$ cat src/rtl/vga_pkg.sv
// Shared encodings for the VGA timing/pattern generator: pattern modes and bar colours.
// Latency: n/a (types and constants only).
// Backpressure: n/a.
package vga_pkg;

    typedef enum logic [1:0] {
        MODE_SOLID   = 2'd0,
        MODE_BARS    = 2'd1,
        MODE_GRID    = 2'd2,
        MODE_CHECKER = 2'd3
    } mode_e;

    typedef logic [15:0] rgb565_t;

    localparam rgb565_t BAR_WHITE   = 16'hFFFF;
    localparam rgb565_t BAR_YELLOW  = 16'hFFE0;
    localparam rgb565_t BAR_CYAN    = 16'h07FF;
    localparam rgb565_t BAR_GREEN   = 16'h07E0;
    localparam rgb565_t BAR_MAGENTA = 16'hF81F;
    localparam rgb565_t BAR_RED     = 16'hF800;
    localparam rgb565_t BAR_BLUE    = 16'h001F;
    localparam rgb565_t BAR_BLACK   = 16'h0000;

    localparam int NUM_BARS = 8;

    // Bar index 0..7 maps left to right; anything past the last bar is black.
    function automatic rgb565_t bar_color(input logic [3:0] idx);
        case (idx)
            4'd0:    return BAR_WHITE;
            4'd1:    return BAR_YELLOW;
            4'd2:    return BAR_CYAN;
            4'd3:    return BAR_GREEN;
            4'd4:    return BAR_MAGENTA;
            4'd5:    return BAR_RED;
            4'd6:    return BAR_BLUE;
            default: return BAR_BLACK;
        endcase
    endfunction

endpackage

$ cat src/rtl/vga_timing_counter.sv
// Horizontal/vertical raster counters with combinational sync and data-enable decode.
// Latency: decode outputs reflect the current counter state (0 cycles).
// Backpressure: none; free-running at the pixel clock.
module vga_timing_counter
    import vga_pkg::*;
#(
    parameter int   H_ACTIVE  = 800,
    parameter int   H_FP      = 40,
    parameter int   H_SYNC    = 128,
    parameter int   H_BP      = 88,
    parameter int   V_ACTIVE  = 600,
    parameter int   V_FP      = 1,
    parameter int   V_SYNC    = 4,
    parameter int   V_BP      = 23,
    parameter logic HSYNC_POL = 1'b1,
    parameter logic VSYNC_POL = 1'b1,
    parameter int   ADDR_W    = 12
) (
    input  logic              clk_i,
    input  logic              rst_i,
    output logic [ADDR_W-1:0] h_cnt_o,
    output logic [ADDR_W-1:0] v_cnt_o,
    output logic              line_end_o,
    output logic              origin_o,
    output logic              de_o,
    output logic              hsync_o,
    output logic              vsync_o
);

    localparam int H_TOTAL   = H_ACTIVE + H_FP + H_SYNC + H_BP;
    localparam int V_TOTAL   = V_ACTIVE + V_FP + V_SYNC + V_BP;
    localparam int H_SYNC_LO = H_ACTIVE + H_FP;
    localparam int H_SYNC_HI = H_ACTIVE + H_FP + H_SYNC;
    localparam int V_SYNC_LO = V_ACTIVE + V_FP;
    localparam int V_SYNC_HI = V_ACTIVE + V_FP + V_SYNC;

    logic [ADDR_W-1:0] h_cnt_q, h_cnt_d;
    logic [ADDR_W-1:0] v_cnt_q, v_cnt_d;
    logic              h_end, v_end;
    logic              h_in_sync, v_in_sync;

    // Next raster position: h wraps each line, v steps only on the h wrap.
    always_comb begin
        h_end   = (h_cnt_q == ADDR_W'(H_TOTAL - 1));
        v_end   = (v_cnt_q == ADDR_W'(V_TOTAL - 1));
        h_cnt_d = h_end ? '0 : h_cnt_q + ADDR_W'(1);
        v_cnt_d = v_cnt_q;
        if (h_end) begin
            v_cnt_d = v_end ? '0 : v_cnt_q + ADDR_W'(1);
        end
    end

    // Counter state register; reset parks the raster at the frame origin.
    always_ff @(posedge clk_i or posedge rst_i) begin
        if (rst_i) begin
            h_cnt_q <= '0;
            v_cnt_q <= '0;
        end else begin
            h_cnt_q <= h_cnt_d;
            v_cnt_q <= v_cnt_d;
        end
    end

    // Region decode; vsync follows v_cnt so it only moves when h_cnt returns to 0.
    always_comb begin
        h_in_sync  = (h_cnt_q >= ADDR_W'(H_SYNC_LO)) && (h_cnt_q < ADDR_W'(H_SYNC_HI));
        v_in_sync  = (v_cnt_q >= ADDR_W'(V_SYNC_LO)) && (v_cnt_q < ADDR_W'(V_SYNC_HI));
        hsync_o    = h_in_sync ? HSYNC_POL : ~HSYNC_POL;
        vsync_o    = v_in_sync ? VSYNC_POL : ~VSYNC_POL;
        de_o       = (h_cnt_q < ADDR_W'(H_ACTIVE)) && (v_cnt_q < ADDR_W'(V_ACTIVE));
        line_end_o = h_end;
        origin_o   = (h_cnt_q == '0) && (v_cnt_q == '0);
    end

    assign h_cnt_o = h_cnt_q;
    assign v_cnt_o = v_cnt_q;

endmodule

$ cat src/rtl/vga_timing_pattern_gen.sv
// VGA raster timing plus test-pattern pixel generator (solid, bars, grid, checker).
// Latency: 2 clocks from counter state to every output pin, all outputs aligned.
// Backpressure: none; mode/colour are captured once per frame at the raster origin.
module vga_timing_pattern_gen
    import vga_pkg::*;
#(
    parameter int   H_ACTIVE  = 800,
    parameter int   H_FP      = 40,
    parameter int   H_SYNC    = 128,
    parameter int   H_BP      = 88,
    parameter int   V_ACTIVE  = 600,
    parameter int   V_FP      = 1,
    parameter int   V_SYNC    = 4,
    parameter int   V_BP      = 23,
    parameter logic HSYNC_POL = 1'b1,
    parameter logic VSYNC_POL = 1'b1,
    parameter int   ADDR_W    = 12,
    parameter int   GRID_LOG2 = 5
) (
    input  logic              clk,
    input  logic              rst,
    input  logic [1:0]        mode,
    input  logic [15:0]       fg_color,
    output logic              hsync,
    output logic              vsync,
    output logic              de,
    output logic [ADDR_W-1:0] x_addr,
    output logic [ADDR_W-1:0] y_addr,
    output logic [4:0]        red,
    output logic [5:0]        green,
    output logic [4:0]        blue,
    output logic              frame_start
);

    localparam int BAR_W = H_ACTIVE / NUM_BARS;

    logic [ADDR_W-1:0] h_cnt, v_cnt;
    logic              line_end, origin;
    logic              t_de, t_hsync, t_vsync;

    vga_timing_counter #(
        .H_ACTIVE (H_ACTIVE),
        .H_FP     (H_FP),
        .H_SYNC   (H_SYNC),
        .H_BP     (H_BP),
        .V_ACTIVE (V_ACTIVE),
        .V_FP     (V_FP),
        .V_SYNC   (V_SYNC),
        .V_BP     (V_BP),
        .HSYNC_POL(HSYNC_POL),
        .VSYNC_POL(VSYNC_POL),
        .ADDR_W   (ADDR_W)
    ) u_timing (
        .clk_i     (clk),
        .rst_i     (rst),
        .h_cnt_o   (h_cnt),
        .v_cnt_o   (v_cnt),
        .line_end_o(line_end),
        .origin_o  (origin),
        .de_o      (t_de),
        .hsync_o   (t_hsync),
        .vsync_o   (t_vsync)
    );

    mode_e             mode_q, mode_d, eff_mode;
    rgb565_t           fg_q, fg_d, eff_fg;
    logic [ADDR_W-1:0] bar_pos_q, bar_pos_d;
    logic [3:0]        bar_idx_q, bar_idx_d;
    rgb565_t           pattern;

    // Stage 1 (decoded from counters) and stage 2 (pins).
    logic              s1_de_q, s1_de_d, s1_hs_q, s1_hs_d, s1_vs_q, s1_vs_d, s1_fs_q, s1_fs_d;
    logic [ADDR_W-1:0] s1_x_q, s1_x_d, s1_y_q, s1_y_d;
    rgb565_t           s1_rgb_q, s1_rgb_d;
    logic              o_de_q, o_hs_q, o_vs_q, o_fs_q;
    logic [ADDR_W-1:0] o_x_q, o_y_q;
    rgb565_t           o_rgb_q;

    // At the origin the live inputs drive pixel (0,0) directly, so the new frame
    // uses the new settings from its very first pixel.
    always_comb begin
        mode_d   = origin ? mode_e'(mode) : mode_q;
        fg_d     = origin ? fg_color      : fg_q;
        eff_mode = mode_d;
        eff_fg   = fg_d;
    end

    // Bar tracker runs in lockstep with h_cnt so no divider is needed.
    always_comb begin
        bar_pos_d = bar_pos_q;
        bar_idx_d = bar_idx_q;
        if (line_end) begin
            bar_pos_d = '0;
            bar_idx_d = '0;
        end else if (bar_idx_q != 4'(NUM_BARS)) begin
            if (bar_pos_q == ADDR_W'(BAR_W - 1)) begin
                bar_pos_d = '0;
                bar_idx_d = bar_idx_q + 4'd1;
            end else begin
                bar_pos_d = bar_pos_q + ADDR_W'(1);
            end
        end
    end

    // Pattern select for the pixel at the current counter position.
    always_comb begin
        pattern = '0;
        case (eff_mode)
            MODE_SOLID:   pattern = eff_fg;
            MODE_BARS:    pattern = bar_color(bar_idx_q);
            MODE_GRID:    pattern = ((h_cnt[GRID_LOG2-1:0] == '0) || (v_cnt[GRID_LOG2-1:0] == '0))
                                    ? eff_fg : '0;
            MODE_CHECKER: pattern = ((h_cnt[GRID_LOG2] ^ v_cnt[GRID_LOG2]) == 1'b0) ? eff_fg : '0;
            default:      pattern = '0;
        endcase
    end

    // Stage 1 next values: addresses and colour are forced to 0 outside the active area.
    always_comb begin
        s1_de_d  = t_de;
        s1_hs_d  = t_hsync;
        s1_vs_d  = t_vsync;
        s1_fs_d  = origin;
        s1_x_d   = t_de ? h_cnt : '0;
        s1_y_d   = t_de ? v_cnt : '0;
        s1_rgb_d = t_de ? pattern : '0;
    end

    // Frame settings latch and bar tracker state.
    always_ff @(posedge clk or posedge rst) begin
        if (rst) begin
            mode_q    <= MODE_SOLID;
            fg_q      <= '0;
            bar_pos_q <= '0;
            bar_idx_q <= '0;
        end else begin
            mode_q    <= mode_d;
            fg_q      <= fg_d;
            bar_pos_q <= bar_pos_d;
            bar_idx_q <= bar_idx_d;
        end
    end

    // Two aligned pipeline stages; reset drives the idle/blank levels immediately.
    always_ff @(posedge clk or posedge rst) begin
        if (rst) begin
            s1_de_q  <= 1'b0;
            s1_hs_q  <= ~HSYNC_POL;
            s1_vs_q  <= ~VSYNC_POL;
            s1_fs_q  <= 1'b0;
            s1_x_q   <= '0;
            s1_y_q   <= '0;
            s1_rgb_q <= '0;
            o_de_q   <= 1'b0;
            o_hs_q   <= ~HSYNC_POL;
            o_vs_q   <= ~VSYNC_POL;
            o_fs_q   <= 1'b0;
            o_x_q    <= '0;
            o_y_q    <= '0;
            o_rgb_q  <= '0;
        end else begin
            s1_de_q  <= s1_de_d;
            s1_hs_q  <= s1_hs_d;
            s1_vs_q  <= s1_vs_d;
            s1_fs_q  <= s1_fs_d;
            s1_x_q   <= s1_x_d;
            s1_y_q   <= s1_y_d;
            s1_rgb_q <= s1_rgb_d;
            o_de_q   <= s1_de_q;
            o_hs_q   <= s1_hs_q;
            o_vs_q   <= s1_vs_q;
            o_fs_q   <= s1_fs_q;
            o_x_q    <= s1_x_q;
            o_y_q    <= s1_y_q;
            o_rgb_q  <= s1_rgb_q;
        end
    end

    assign hsync       = o_hs_q;
    assign vsync       = o_vs_q;
    assign de          = o_de_q;
    assign x_addr      = o_x_q;
    assign y_addr      = o_y_q;
    assign red         = o_rgb_q[15:11];
    assign green       = o_rgb_q[10:5];
    assign blue        = o_rgb_q[4:0];
    assign frame_start = o_fs_q;

endmodule

$ cat config.mk
export PLATFORM = sky130hd
export DESIGN_NAME = vga_timing_pattern_gen
export DESIGN_NICKNAME = d
export VERILOG_FILES = /design/src/rtl/vga_pkg.sv /design/src/rtl/vga_timing_counter.sv /design/src/rtl/vga_timing_pattern_gen.sv
export SDC_FILE = /design/constraint.sdc
export NUM_CORES = 1
export LEC_CHECK = 0
export BUFFER_PORTS_ARGS = -buffer_cell sky130_fd_sc_hd__buf_4
export CORE_ASPECT_RATIO = 0.6
export CORE_MARGIN = 5
export CORE_UTILIZATION = 58
export CTS_CLUSTER_DIAMETER = 100
export DETAILED_ROUTE_END_ITERATION = 6
export PLACE_DENSITY = 0.88
export SYNTH_ARGS = -nofsm -noshare
export SYNTH_HDL_FRONTEND = slang
export SYNTH_SLANG_ARGS = --single-unit
$ cat constraint.sdc
create_clock -name clk -period 5.2 [get_ports clk]
set_clock_uncertainty 0.15 [all_clocks]
set_input_delay 0.52 -clock clk [delete_from_list [all_inputs] [get_ports clk]]
set_output_delay 0.52 -clock clk [all_outputs]
set_load 0.1 [all_outputs]
Yosys cells after proc, flatten, opt, wreduce, memory -nomap -nowiden
Index checks and enable logic that the tools add are counted.
{ "classes": {"n_addsub": 4, "magnitude_cmp": 6, "n_bitwise": 1, "muxes": 19, "eq_ne": 13, "n_reduce_logical": 14} }
{ "op_table": {"columns": ["op", "n"], "rows": [
  ["case mux 16 bit (7 select lines)", 1],
  ["2-to-1 mux 12 bit", 7],
  ["2-to-1 mux 16 bit", 4],
  ["case mux 16 bit (4 select lines)", 1],
  ["< comparator 12 x 10 -> 1 bit, second input constant", 4],
  ["adder 12 x 1 -> 12 bit, second input constant", 3],
  ["greater-or-equal comparator 12 x 10 -> 1 bit, second input constant", 2],
  ["zero test 12 bit", 2],
  ["equality test 12 x 10 -> 1 bit, second input constant", 1],
  ["equality test 12 x 11 -> 1 bit, second input constant", 1],
  ["equality test 12 x 7 -> 1 bit, second input constant", 1],
  ["equality test 4 x 3 -> 1 bit, second input constant", 3],
  ["2-to-1 mux 4 bit", 3],
  ["zero test 5 bit", 2],
  ["equality test 4 x 2 -> 1 bit, second input constant", 2],
  ["adder 4 x 1 -> 4 bit, second input constant", 1],
  ["equality test 2 bit, second input constant", 2],
  ["equality test 4 x 1 -> 1 bit, second input constant", 1],
  ["logical AND 1 bit", 4],
  ["zero test 4 bit", 1],
  ["inequality test 4 bit, second input constant", 1],
  ["nonzero test 2 bit", 2],
  ["equality test 2 x 1 -> 1 bit, second input constant", 1],
  ["zero test 2 bit", 1],
  ["other kinds (5)", 6]
]} }
{ "word_totals": {"word_cells": 77, "in_bits": 20, "reg_bits": 146, "out_inout_bits": 44} }

Depth between registers and ports, before layout
{ "depth": {"word_depth": 6, "depth_mapped": 8, "depth_no_buf": 7} }

Hierarchy
Synthesis repeated with hierarchy kept, for this count alone.
{ "hier_totals": {"cells_unflattened": 442, "hier_area_um2": 5662.9} }
{ "by_module_without_submodules": {"columns": ["mod", "cells_each", "area_per_inst_um2", "n_inst", "seq_area_each_um2"], "rows": [
  ["vga_timing_pattern_gen", 299, 4294.1, 1, 3052.9],
  ["vga_timing_counter", 143, 1368.8, 1, 600.6]
]} }

Worst setup path before layout
No wires, ideal clock.
{ "synth_timing": {"path_type": "register -> register", "start": "register u_timing.h_cnt_q[5] (netlist: u_timing.h_cnt_o[5])", "end": "register mode_q[0]", "required_time_ps": 4923, "t_arrival_ps": 2211, "synth_period_minus_slack_ps": 2488, "path_slack_ps": 2712, "setup_ps": 127, "n_path_buf": 3, "path_stages_with_launch": 8, "path_cell_list": "dfrtp_1 buf_6 or3_4 or4_4 buf_6 nor2_8 buf_12 mux2_1"} }
{ "synth_between": {"elab_chain_len": 3} }
{ "synth_lines": {"columns": ["item", "line", "source"], "rows": [
  ["start, declared", "vga_timing_counter.sv:37", "logic [ADDR_W-1:0] h_cnt_q, h_cnt_d;"],
  ["start signal, assigned", "vga_timing_counter.sv:59", "h_cnt_q <= h_cnt_d;"],
  ["zero test 12 bit", "vga_timing_counter.sv:72", "origin_o = (h_cnt_q == '0) && (v_cnt_q == '0);"],
  ["logical AND 1 bit", "vga_timing_counter.sv:72", null],
  ["2-to-1 mux 2 bit", "vga_timing_pattern_gen.sv:82", "mode_d = origin ? mode_e'(mode) : mode_q;"],
  ["net eff_mode[0]", "vga_timing_pattern_gen.sv:65", "mode_e mode_q, mode_d, eff_mode;"],
  ["end signal, assigned", "vga_timing_pattern_gen.sv:137", "mode_q <= mode_d;"],
  ["end, declared", "vga_timing_pattern_gen.sv:65", null]
]} }
The timed path passes the listed nets, and every way through them passes these cells.
A chain may end at the register's enable or synchronous reset.

Final worst setup path
{ "layout_timing": {"start": "register u_timing.h_cnt_q[0] (netlist: u_timing.h_cnt_o[0])", "end": "register s1_rgb_q[4]"} }
{ "layout_between": {"elab_chain_len": 6, "word_cells_on_any_way": 16, "classes_between": "order compare (1); eq/ne (3); mux (6); reduce/logical (6)"} }
{ "layout_lines": {"columns": ["item", "line", "source"], "rows": [
  ["zero test 12 bit", "vga_timing_counter.sv:72", null],
  ["logical AND 1 bit", "vga_timing_counter.sv:72", null],
  ["2-to-1 mux 2 bit / 2-to-1 mux 16 bit (equally long branches)", "vga_timing_pattern_gen.sv:82, vga_timing_pattern_gen.sv:83", null],
  ["equality test 2 bit, or another cell as far along", "vga_timing_pattern_gen.sv:108", "case (eff_mode)"],
  ["case mux 16 bit (4 select lines)", "vga_timing_pattern_gen.sv:108", null],
  ["2-to-1 mux 16 bit *", "vga_timing_pattern_gen.sv:126", "s1_rgb_d = t_de ? pattern : '0;"],
  ["net s1_rgb_d[4]", "vga_timing_pattern_gen.sv:74", "rgb565_t s1_rgb_q, s1_rgb_d;"],
  ["end signal, assigned", "vga_timing_pattern_gen.sv:168", "s1_rgb_q <= s1_rgb_d;"],
  ["end, declared", "vga_timing_pattern_gen.sv:74", null]
]} }
Mark *: on every way through the listed nets, which the timed path passes. The rest lies on a longest branch.

==> impl_metrics.py <==
metrics = {
    "detailed_routing": {
        "drc": 0,
        "wl_per_cell_um": 16.8,
        "viasPerCell": 5.44,
        "drtIter0Drc": 266,
        "antenna_left": 0,
        "vias": 3669,
        "finalWirelength_um": 11300,
        "drt_pre_antenna_iters": 4,
    },
    "sta": {
        "timing.final.crit_share": 0.598,
        "period_minus_slack_ps": 3110,
        "setup_tns_ps": 0,
        "fmaxAchievable_mhz": 322,
        "drv_slew": 0,
        "hold_viol_final": 0,
        "worstMarginPinSlew_ps": 1030,
        "relSlewSlack": 0.309,
        "holdWs_ps": 102,
        "rsz0062_at_grt": "false",
        "setup_viol": 0,
    },
    "critical_path": {
        "critPathLaunch": "u_timing.h_cnt_o[0]",
        "crit_slowest_cell": "nor4b_1",
        "r2r_start": "u_timing.h_cnt_o[0]",
        "cp.required_ps": 5340,
        "path_max_fanout": 18,
        "crit_path_start_kind": "register",
        "crit_arrival_ps": 3250,
        "max_stage_delay_ps": 780,
        "crit_family": "simple AND/OR/NAND/NOR gates",
        "path_buf_inv": 1,
        "worstSetupPathType": "register to register",
        "critPathCaptureType": "register",
        "worstPathCellList": "inv_1 > ha_1 > nor4b_1 > nand3_1 > nor2_8 > mux2i_1 > o21ai_2",
    },
    "grt": {
        "met3_usage": 0.0684,
        "grt_pass1_vias": 3773,
        "overflow": 0,
        "antenna_found_initial": 0,
        "grt_util_met2": 0.327,
        "use_met1": 0.277,
        "track_usage": 0.208,
        "grt_busiest_layer": "met2",
        "grt_max_degree": 96,
        "grt_pass1_wl_um": 18900,
    },
    "pwr": {
        "fin_total_pwr_mw": 2.58,
        "seqPwrFrac": 0.456,
        "p_switching_mw": 0.640,
        "p_int_mw": 1.94,
        "clockPowerShare": 0.481,
        "switching_share": 0.248,
        "power_frac_comb": 0.063,
        "p_leak_nw": 3.19,
        "power_density_nw_per_um2": 376,
        "worst_ir_drop_vdd_v": 0.000324,
    },
    "cells_and_area": {
        "stdcell_area_um2": 6860,
        "final_nets": 558,
        "layout.cells.non_filler": 675,
        "final_cell_mix": "dfrtp_1 (146), buf_4 (67), inv_1 (27), nand2_1 (27), o21ai_0 (22)",
        "drive_gt1_frac": 0.231,
        "final_common_cell": "dfrtp_1",
        "fill_cells": 638,
        "n_antenna_cell": 0,
        "syn_to_final_growth_pct": 20.8,
    },
    "floorplanning": {
        "dieArea_um2": 11900,
        "core_area_um2": 9700,
        "io_pins": 64,
        "fp-row-count": 28,
        "start_util": 0.585,
        "die_w_um": 138,
        "fp.dieH_um": 86.6,
    },
    "synth": {
        "synth_top_area_frac": 0.644,
        "ys_warn_count": 0,
        "ys_seq_area_frac": 0.644,
        "syn_area_um2": 5680,
        "ys_types": 51,
        "synth_ff_type": "dfrtp_1",
        "avgSynthCellArea_um2": 12.4,
        "synth_top_area_cell": "dfrtp_1",
        "synthArstFlopShare": 1.00,
        "netlist_top_cells_area": "dfrtp_1 (64%), mux2i_1 (3.4%), ha_1 (2.4%), xnor2_1 (2.0%), o21ai_0 (1.9%)",
        "synth_edf_count": 0,
        "synth_seq_cells": 146,
        "synthCells": 456,
    },
    "place": {
        "post-dp-hpwl_um": 7340,
        "dpl_cell_area_um2": 6250,
        "gp_congestion": 0.858,
        "io_buffers": 63,
        "dp_cells": 643,
    },
    "cts": {
        "cts_inserted_buffers": 17,
        "htree_levels": 4,
        "cts_max_path_buffers": 2,
        "clock_sinks": 146,
        "ctsHoldBuffers": 0,
        "cts_tree": "built",
        "clkLatencyLatePin_ps": 420,
        "ctsResizeCount": 0,
        "clk_pin_slew_ps": 60,
        "ctsRootBufferMaster": "clkbuf_16",
        "post_cts_buffers": 0,
    },
    "run_status": {
        "status": "complete, no violations",
    },
    "run": {
        "drv_cap": 0,
    },
    "min_path": {
        "hp-class": "input port to asynchronous set/reset pin",
    },
}
## stage by stage
step / setup slack [ps] / utilization
2_1_floorplan: 607 / -
3_3_place_gp: 2430 / 0.644
3_5_place_dp: 2260 / 0.644
4_1_cts: 2120 / 0.707
5_1_grt: 1920 / 0.707
6_report: 2090 / 0.707
## registers in the layout, summed over array words and instances (netlist names), 2 cells and up
| name | count |
|---|---|
| fg_q | 16 |
| bar_pos_q | 12 |
| bar_idx_q | 4 |
| s1_y_q | 12 |
| o_rgb_q | 16 |
| u_timing.v_cnt_o | 12 |
| y_addr | 12 |
| s1_rgb_q | 16 |
| x_addr | 12 |
| mode_q | 2 |
| u_timing.h_cnt_o | 12 |
| s1_x_q | 12 |
## per-layer routing
metal,part of all wire,up-vias
met5,0,-
met2,0.48,125
met1,0.43,1813
met3,0.071,15
li1,-,1716
met4,0.012,0
## cell usage after synthesis (2+ instances only)
cell type	number
clkbuf_1	9
and4_1	2
nor4_1	9
nor3_1	18
a22o_1	2
nand4_1	9
inv_1	28
o221ai_2	3
xor2_1	6
nand3b_1	2
a31oi_1	3
buf_6	4
o21ai_2	8
nor2_1	19
or4_1	3
nand2_1	27
dfrtp_1	146
a21oi_1	7
mux2_1	2
nand3_1	18
or4_4	2
nand2b_1	4
mux2i_1	19
and3_1	4
and2_1	16
ha_1	11
o21ai_0	22
or3_1	2
nor4b_1	2
xnor2_1	13
o21ai_1	10
buf_2	4
or2_2	2
o31ai_1	3
## final timing paths
| path | to | depth (start not counted) | slack (ps) |
|---|---|---|---|
| worst max register to register | s1_rgb_q[4] | 7 | 2090 |
| max in group asynchronous | bar_pos_q[2] | 3 | 3650 |
| worst min register to register | o_rgb_q[5] | 0 | 200 |
| min in group clk | fg_q[10] | 3 | 190 |
| worst min-delay path | o_rgb_q[9] | 2 | 100 |
| worst max-delay path | s1_rgb_q[4] | 7 | 2090 |
## power by group through the flow
stage | Clock, mW | Sequential, mW | Combinational [mW]
floorplan | 0 | 1.28 | 0.0380
global placement | 0 | 1.19 | 0.161
detailed placement | 0 | 1.19 | 0.164
CTS | 1.26 | 1.17 | 0.164
global route | 1.31 | 1.18 | 0.173
finish | 1.24 | 1.17 | 0.162
## layout make-up
cell class | instances | area (µm²) | area share
clock inverter | 14 | 166 | 0.0243
clock buffer | 18 | 439 | 0.0640
tap | 135 | 169 | 0.0246
sequential | 146 | 3650 | 0.533
timing repair buffer | 67 | 503 | 0.0733
multi-input combinational | 267 | 1820 | 0.265
inverter | 28 | 110 | 0.0161
## kinds of logic (layout without fill, tap and decap cells)
| group | count (synthesis) | count (layout) | synth area share |
|---|---|---|---|
| adders and majority gates | 11 | 11 | 0.0242 |
| AOI/OAI and AO/OA | 62 | 62 | 0.0714 |
| xor gates and xnor gates | 19 | 19 | 0.0293 |
| other | 1 | 4 | 0.000661 |
| buffers and inverters | 46 | 127 | 0.0395 |
| and+or+nand+nor | 149 | 149 | 0.152 |
| muxes | 22 | 22 | 0.0395 |
| DFF | 146 | 146 | 0.644 |
Note: power is estimated with default switching activity, not from simulation.
